===== config.mk =====
export PLATFORM = sky130hd
export DESIGN_NAME = icache_dm
export DESIGN_NICKNAME = d
export VERILOG_FILES = /design/src/rtl/icache_dm_pkg.sv /design/src/rtl/icache_line_ram.sv /design/src/rtl/icache_dm.sv
export SDC_FILE = /design/constraint.sdc
export NUM_CORES = 1
export LEC_CHECK = 0
export BUFFER_PORTS_ARGS = -buffer_cell sky130_fd_sc_hd__buf_2
export CAP_MARGIN = 25
export CORE_MARGIN = 5
export CORE_UTILIZATION = 35
export CTS_CLUSTER_DIAMETER = 40
export DETAILED_ROUTE_END_ITERATION = 8
export GPL_TIMING_DRIVEN = 0
export PLACE_DENSITY = 0.57
export SETUP_SLACK_MARGIN = 0.02
export SYNTH_ARGS = -nofsm -noshare
export SYNTH_HDL_FRONTEND = slang
export SYNTH_SLANG_ARGS = --single-unit

===== constraint.sdc =====
create_clock -name clk -period 16.37 [get_ports clk]
set_input_delay 0.8185 -clock clk [delete_from_list [all_inputs] [get_ports clk]]
set_output_delay 0.8185 -clock clk [all_outputs]
set_load 0.03 [all_outputs]

===== src/rtl/icache_dm_pkg.sv =====
// Shared constants and state encoding for the direct-mapped instruction cache.
package icache_dm_pkg;

    localparam int LINE_W = 128;
    localparam int WORD_W = 32;
    localparam logic [WORD_W-1:0] NOP = 32'h00000013;

    typedef enum logic {
        S_IDLE  = 1'b0,
        S_FETCH = 1'b1
    } state_t;

endpackage


===== src/rtl/icache_line_ram.sv =====
// Valid/tag/data storage for icache_dm: one write port, one combinational read port.
module icache_line_ram
    import icache_dm_pkg::*;
#(
    parameter int LINE_NUM = 8,
    parameter int IW       = $clog2(LINE_NUM),
    parameter int TAG_W    = 28 - IW
) (
    input  logic              clk,
    input  logic              rst_n,
    input  logic              we,
    input  logic [IW-1:0]     widx,
    input  logic [TAG_W-1:0]  wtag,
    input  logic [LINE_W-1:0] wdata,
    input  logic [IW-1:0]     ridx,
    output logic              rvalid,
    output logic [TAG_W-1:0]  rtag,
    output logic [LINE_W-1:0] rdata
);

    logic [LINE_NUM-1:0]         valid;
    logic [TAG_W-1:0]            tag_mem  [LINE_NUM];
    logic [LINE_W-1:0]           data_mem [LINE_NUM];

    always_ff @(posedge clk or negedge rst_n) begin
        if (!rst_n)
            valid <= '0;
        else if (we)
            valid[widx] <= 1'b1;
    end

    // Tag and data are left unreset; valid alone gates their use.
    always_ff @(posedge clk) begin
        if (we) begin
            tag_mem[widx]  <= wtag;
            data_mem[widx] <= wdata;
        end
    end

    assign rvalid = valid[ridx];
    assign rtag   = tag_mem[ridx];
    assign rdata  = data_mem[ridx];

endmodule


===== src/rtl/icache_dm.sv =====
// Direct-mapped read-only instruction cache with 128-bit line refill.
// Define ICACHE_PERF_EN to add saturating hit_cnt/miss_cnt outputs.
module icache_dm
    import icache_dm_pkg::*;
#(
    parameter int LINE_NUM = 8
) (
    input  logic              clk,
    input  logic              rst_n,
    input  logic              proc_read,
    input  logic              proc_write,
    input  logic [29:0]       proc_addr,
    input  logic [31:0]       proc_wdata,
    output logic [31:0]       proc_rdata,
    output logic              proc_stall,
    output logic              mem_read,
    output logic              mem_write,
    output logic [27:0]       mem_addr,
    output logic [127:0]      mem_wdata,
    input  logic [127:0]      mem_rdata,
    input  logic              mem_ready
`ifdef ICACHE_PERF_EN
    ,
    output logic [31:0]       hit_cnt,
    output logic [31:0]       miss_cnt
`endif
);

    localparam int IW    = $clog2(LINE_NUM);
    localparam int TAG_W = 28 - IW;

    state_t            state;
    logic [IW-1:0]     idx;
    logic [TAG_W-1:0]  tag;
    logic              line_valid;
    logic [TAG_W-1:0]  line_tag;
    logic [LINE_W-1:0] line_data;
    logic              hit;
    logic              miss_req;
    logic              fill;
    logic              unused_in;

    assign idx      = proc_addr[IW+1:2];
    assign tag      = proc_addr[29:IW+2];
    assign hit      = line_valid && (line_tag == tag);
    assign miss_req = (state == S_IDLE) && proc_read && !hit;
    assign fill     = (state == S_FETCH) && mem_ready;

    // Fill targets the latched line address, not the live PC, so a redirect
    // mid-fill cannot corrupt a different line.
    icache_line_ram #(
        .LINE_NUM (LINE_NUM),
        .IW       (IW),
        .TAG_W    (TAG_W)
    ) u_ram (
        .clk    (clk),
        .rst_n  (rst_n),
        .we     (fill),
        .widx   (mem_addr[IW-1:0]),
        .wtag   (mem_addr[27:IW]),
        .wdata  (mem_rdata),
        .ridx   (idx),
        .rvalid (line_valid),
        .rtag   (line_tag),
        .rdata  (line_data)
    );

    always_ff @(posedge clk or negedge rst_n) begin
        if (!rst_n) begin
            state    <= S_IDLE;
            mem_read <= 1'b0;
            mem_addr <= '0;
        end else begin
            case (state)
                S_IDLE: begin
                    if (miss_req) begin
                        state    <= S_FETCH;
                        mem_read <= 1'b1;
                        mem_addr <= proc_addr[29:2];
                    end
                end
                S_FETCH: begin
                    if (mem_ready) begin
                        state    <= S_IDLE;
                        mem_read <= 1'b0;
                    end
                end
                default: state <= S_IDLE;
            endcase
        end
    end

    assign proc_stall = miss_req || (state == S_FETCH);
    assign proc_rdata = line_data[{proc_addr[1:0], 5'd0} +: WORD_W];
    assign mem_write  = 1'b0;
    assign mem_wdata  = '0;
    assign unused_in  = ^{proc_write, proc_wdata};

`ifdef ICACHE_PERF_EN
    always_ff @(posedge clk or negedge rst_n) begin
        if (!rst_n) begin
            hit_cnt  <= '0;
            miss_cnt <= '0;
        end else begin
            if ((state == S_IDLE) && proc_read && hit && (hit_cnt != '1))
                hit_cnt <= hit_cnt + 32'd1;
            if (miss_req && (miss_cnt != '1))
                miss_cnt <= miss_cnt + 32'd1;
        end
    end
`endif

endmodule


==> run_results.csv <==
group,metric,value,unit
grt,track_usage,17.1,%
routing,top_layer,"met5",
placed_design,io_buffers,219,
clocking,post_cts_buffers,0,
placed_design,pre_cts_ws,10.48,ns
hold_path,hp-class,"input pin to flop",
clocking,cts_buffers,156,
logic_synthesis,synth.distinct_cells,40,
clocking,cts.sinks,1262,
clocking,clk_latency,0.77,ns
grt,overflow,0,
power,peakVddDrop,0.101,mV
logic_synthesis,ys_warn_count,0,
clocking,cts_htree_levels,4,
grt,grt_pass1_wl,180000,µm
routing,drtPass1Iterations,5,
sta,worst_clock_skew,0.0280,ns
sta,hold_violations,0,
floorplanning,fp.coreArea,0.139,mm²
sta,slew_violations,0,
hold_path,hold_end,"state$_DFF_PN0_",
sta,max_slew_margin,26.6,%
routing,avgViaCountPerCell,5.00,
routing,route.met2.wl,62700,µm
power,p_per_area,131,mW/mm²
clocking,post_cts_resize_count,0,
logic_synthesis,synth_seq_area_share,76.9,%
routing,m1WireLength,50400,µm
grt,grt_pass1_vias,24400,
cells_and_area,num-nets-final,2875,
floorplanning,rows,137,
hold_path,hp-start,"mem_ready",
cells_and_area,stdcell_count,4708,
clocking,clk_path_buf_depth,3,
setup_path,arrival,5.00,ns
setup_path,r2r_end,"u_ram.data_mem[0][76]$_DFFE_PP_",
floorplanning,dieArea,0.148,mm²
logic_synthesis,syn_inst,2071,
cells_and_area,nFillCells,11800,
placed_design,numPlacedInstances,4393,
job,maxCapViolCount,0,
setup_path,r2r_start,"mem_addr[1]$_DFFE_PN0P_",
routing,wl_met3,10600,µm
cells_and_area,drive_gt1_share,41.7,%
sta,setup_ws,10.55,ns
logic_synthesis,avgSynthCellArea,23.7,µm²
routing,drc,0,
clocking,cts_tree,"done",
placed_design,routabilityCongestion,0.731,
sta,fin_setup_tns,0,ns
setup_path,endpoint_kind,"output port",
setup_path,crit_fanout,10,
sta,min_period,5.82,ns
setup_path,required,15.55,ns
logic_synthesis,synth-seq-cells,1262,
clocking,clk_root_buffer_cell,"clkbuf_16",
sta,rsz0062_at_grt,"no",
routing,drt-total-wl,126000,µm
hold_path,whs_path_depth,2,
sta,worstMarginPinSlew,1.10,ns
power,p_leak,0.0201,µW
sta,period_share,35.5,%
routing,num_vias,23600,
placed_design,dpl.hpwl,86400,µm
setup_path,start_kind,"input pin",
sta,setup_viol,0,
grt,antenna_found_initial,66,
setup_path,r2r_setup_slack,13.09,ns
routing,ant_nets,0,
setup_path,reg2reg_depth,10,
cells_and_area,fin_util,43.1,%
logic_synthesis,synth_area,0.0491,mm²
floorplanning,start_util,35.2,%
floorplanning,num_io_pins,386,
floorplanning,fp.dieH,384,µm
setup_path,path_class,"input pin to output port",
run_status,outcome,"finished, final reports clean",
grt,grt_max_degree,39,
floorplanning,fp.dieW,384,µm
cells_and_area,area_growth_syn_to_layout,22.4,%
routing,wire_per_inst,26.9,µm
sta,max_freq,0.172,GHz
clocking,clk_pin_slew_worst_paths,0.06,ns
routing,drtIter0Drc,2236,
==> worst max-delay path, cell delays in order <==
cell,delay (ns)
buf_2,0.16
buf_2,0.32
buf_2,0.40
buf_2,0.41
buf_2,0.45
buf_1,0.83
mux4_2,0.44
mux4_2,0.60
mux2_2,0.35
buf_2,0.19
==> cell type report <==
class / instances / area, µm² / share of cell area [%]
buffer: 224 / 1460 / 2.43
tap: 1876 / 2350 / 3.91
sequential: 1262 / 37700 / 62.8
timing repair buffer: 323 / 2800 / 4.66
clock inverter: 107 / 1160 / 1.93
multi-input combinational: 711 / 10400 / 17.4
antenna: 24 / 60.1 / 0.100
inverter: 2 / 7.51 / 0.0125
clock buffer: 179 / 4080 / 6.80
==> state kept, by name, indices dropped and copies added (netlist names) <==
name	cells
u_ram.tag_mem	200
mem_read	1
u_ram.valid	8
state	1
u_ram.data_mem	1024
mem_addr	28
==> per-stage QoR <==
step | total power [µW] | hold WS, ns | instance area (µm²)
after floorplan | 4260 | 0.434 | 49500
after global placement | 4530 | 0.446 | 53000
after detailed placement | 4530 | 0.451 | 54700
after CTS | 7940 | 0.214 | 59900
after global routing | 8130 | 0.261 | 60000
final | 7860 | 0.279 | 60000
==> power breakdown <==
part,internal [µW],switching [µW]
Sequential,3720,64.7
Combinational,262,406
Clock,2030,1380
==> synthesized netlist by cell type <==
cell type / instances / share of area, %
inv_1: 2 / 0.015
xnor2_1: 7 / 0.12
o31ai_1: 1 / 0.015
nand2_1: 11 / 0.084
or4_1: 1 / 0.015
buf_1: 19 / 0.15
a2bb2o_1: 2 / 0.041
nor2_1: 13 / 0.099
a22o_1: 4 / 0.071
o31a_1: 1 / 0.018
a211oi_1: 2 / 0.031
a2111oi_0: 1 / 0.018
nand2b_1: 6 / 0.077
mux2_1: 29 / 0.67
mux2i_1: 35 / 0.71
buf_2: 34 / 0.35
conb_1: 1 / 0.0076
a221oi_1: 4 / 0.071
nand3_1: 3 / 0.031
clkbuf_1: 26 / 0.20
buf_4: 137 / 2.1
or2_2: 9 / 0.11
dfrtp_1: 38 / 1.9
buf_6: 8 / 0.18
nor4_1: 4 / 0.051
nor2b_1: 8 / 0.10
xor2_1: 12 / 0.21
mux4_2: 351 / 16
edfxtp_1: 1224 / 75
nand4_1: 3 / 0.038
a22oi_1: 1 / 0.015
or3_1: 4 / 0.051
nor3_1: 2 / 0.020
a21oi_1: 3 / 0.031
o22ai_1: 8 / 0.10
mux2_2: 48 / 1.1
and4_1: 1 / 0.018
nand3_2: 1 / 0.020
nor2_2: 1 / 0.013
o21ai_0: 6 / 0.061
==> logic make-up after synthesis <==
| logic type | after synthesis | share of synthesized area [%] |
|---|---|---|
| flops | 1262 | 76.9 |
| mux | 463 | 18.6 |
| buf+inv | 226 | 2.99 |
| simple gates | 67 | 0.735 |
| compound gates | 33 | 0.474 |
| xor+xnor | 19 | 0.339 |
| other cells | 1 | 0.00764 |
==> layout by cell type (no fill, tap or decap), types with 29 or more instances in the layout <==
master,Yosys,routed
clkbuf_16,0,159
mux2_2,48,48
buf_2,34,253
buf_12,0,40
mux2_1,29,29
clkbuf_1,26,43
conb_1,1,129
edfxtp_1,1224,1224
mux4_2,351,351
buf_6,8,39
mux2i_1,35,35
buf_4,137,139
dfrtp_1,38,38
==> per-layer routing <==
metal | vias up | track usage [%]
met5 | - | 0
met1 | 12400 | 22.6
met2 | 1037 | 28.3
met4 | 24 | 4.71
li1 | 9827 | -
met3 | 218 | 4.32
==> how the worst max path moves through the flow <==
stage | to | slack, ns | depth (start not counted) | start
floorplan | u_ram.valid[0]$_DFFE_PN0P_ | 3.77 | 4 | mem_ready
global placement | u_ram.valid[0]$_DFFE_PN0P_ | -9.65 | 5 | mem_ready
detailed placement | proc_rdata[18] | 10.48 | 10 | proc_addr[3]
CTS | proc_rdata[18] | 10.48 | 10 | proc_addr[3]
global route | proc_rdata[13] | 10.43 | 10 | proc_addr[3]
finish | proc_rdata[18] | 10.55 | 10 | proc_addr[3]
==> repair_timing <==
item                                   CTS  global route
hold buffers                             0             1
endpoints found under the hold margin    0             5
setup endpoints to repair                0             0
No activity file was read; power rests on OpenSTA's default activity.
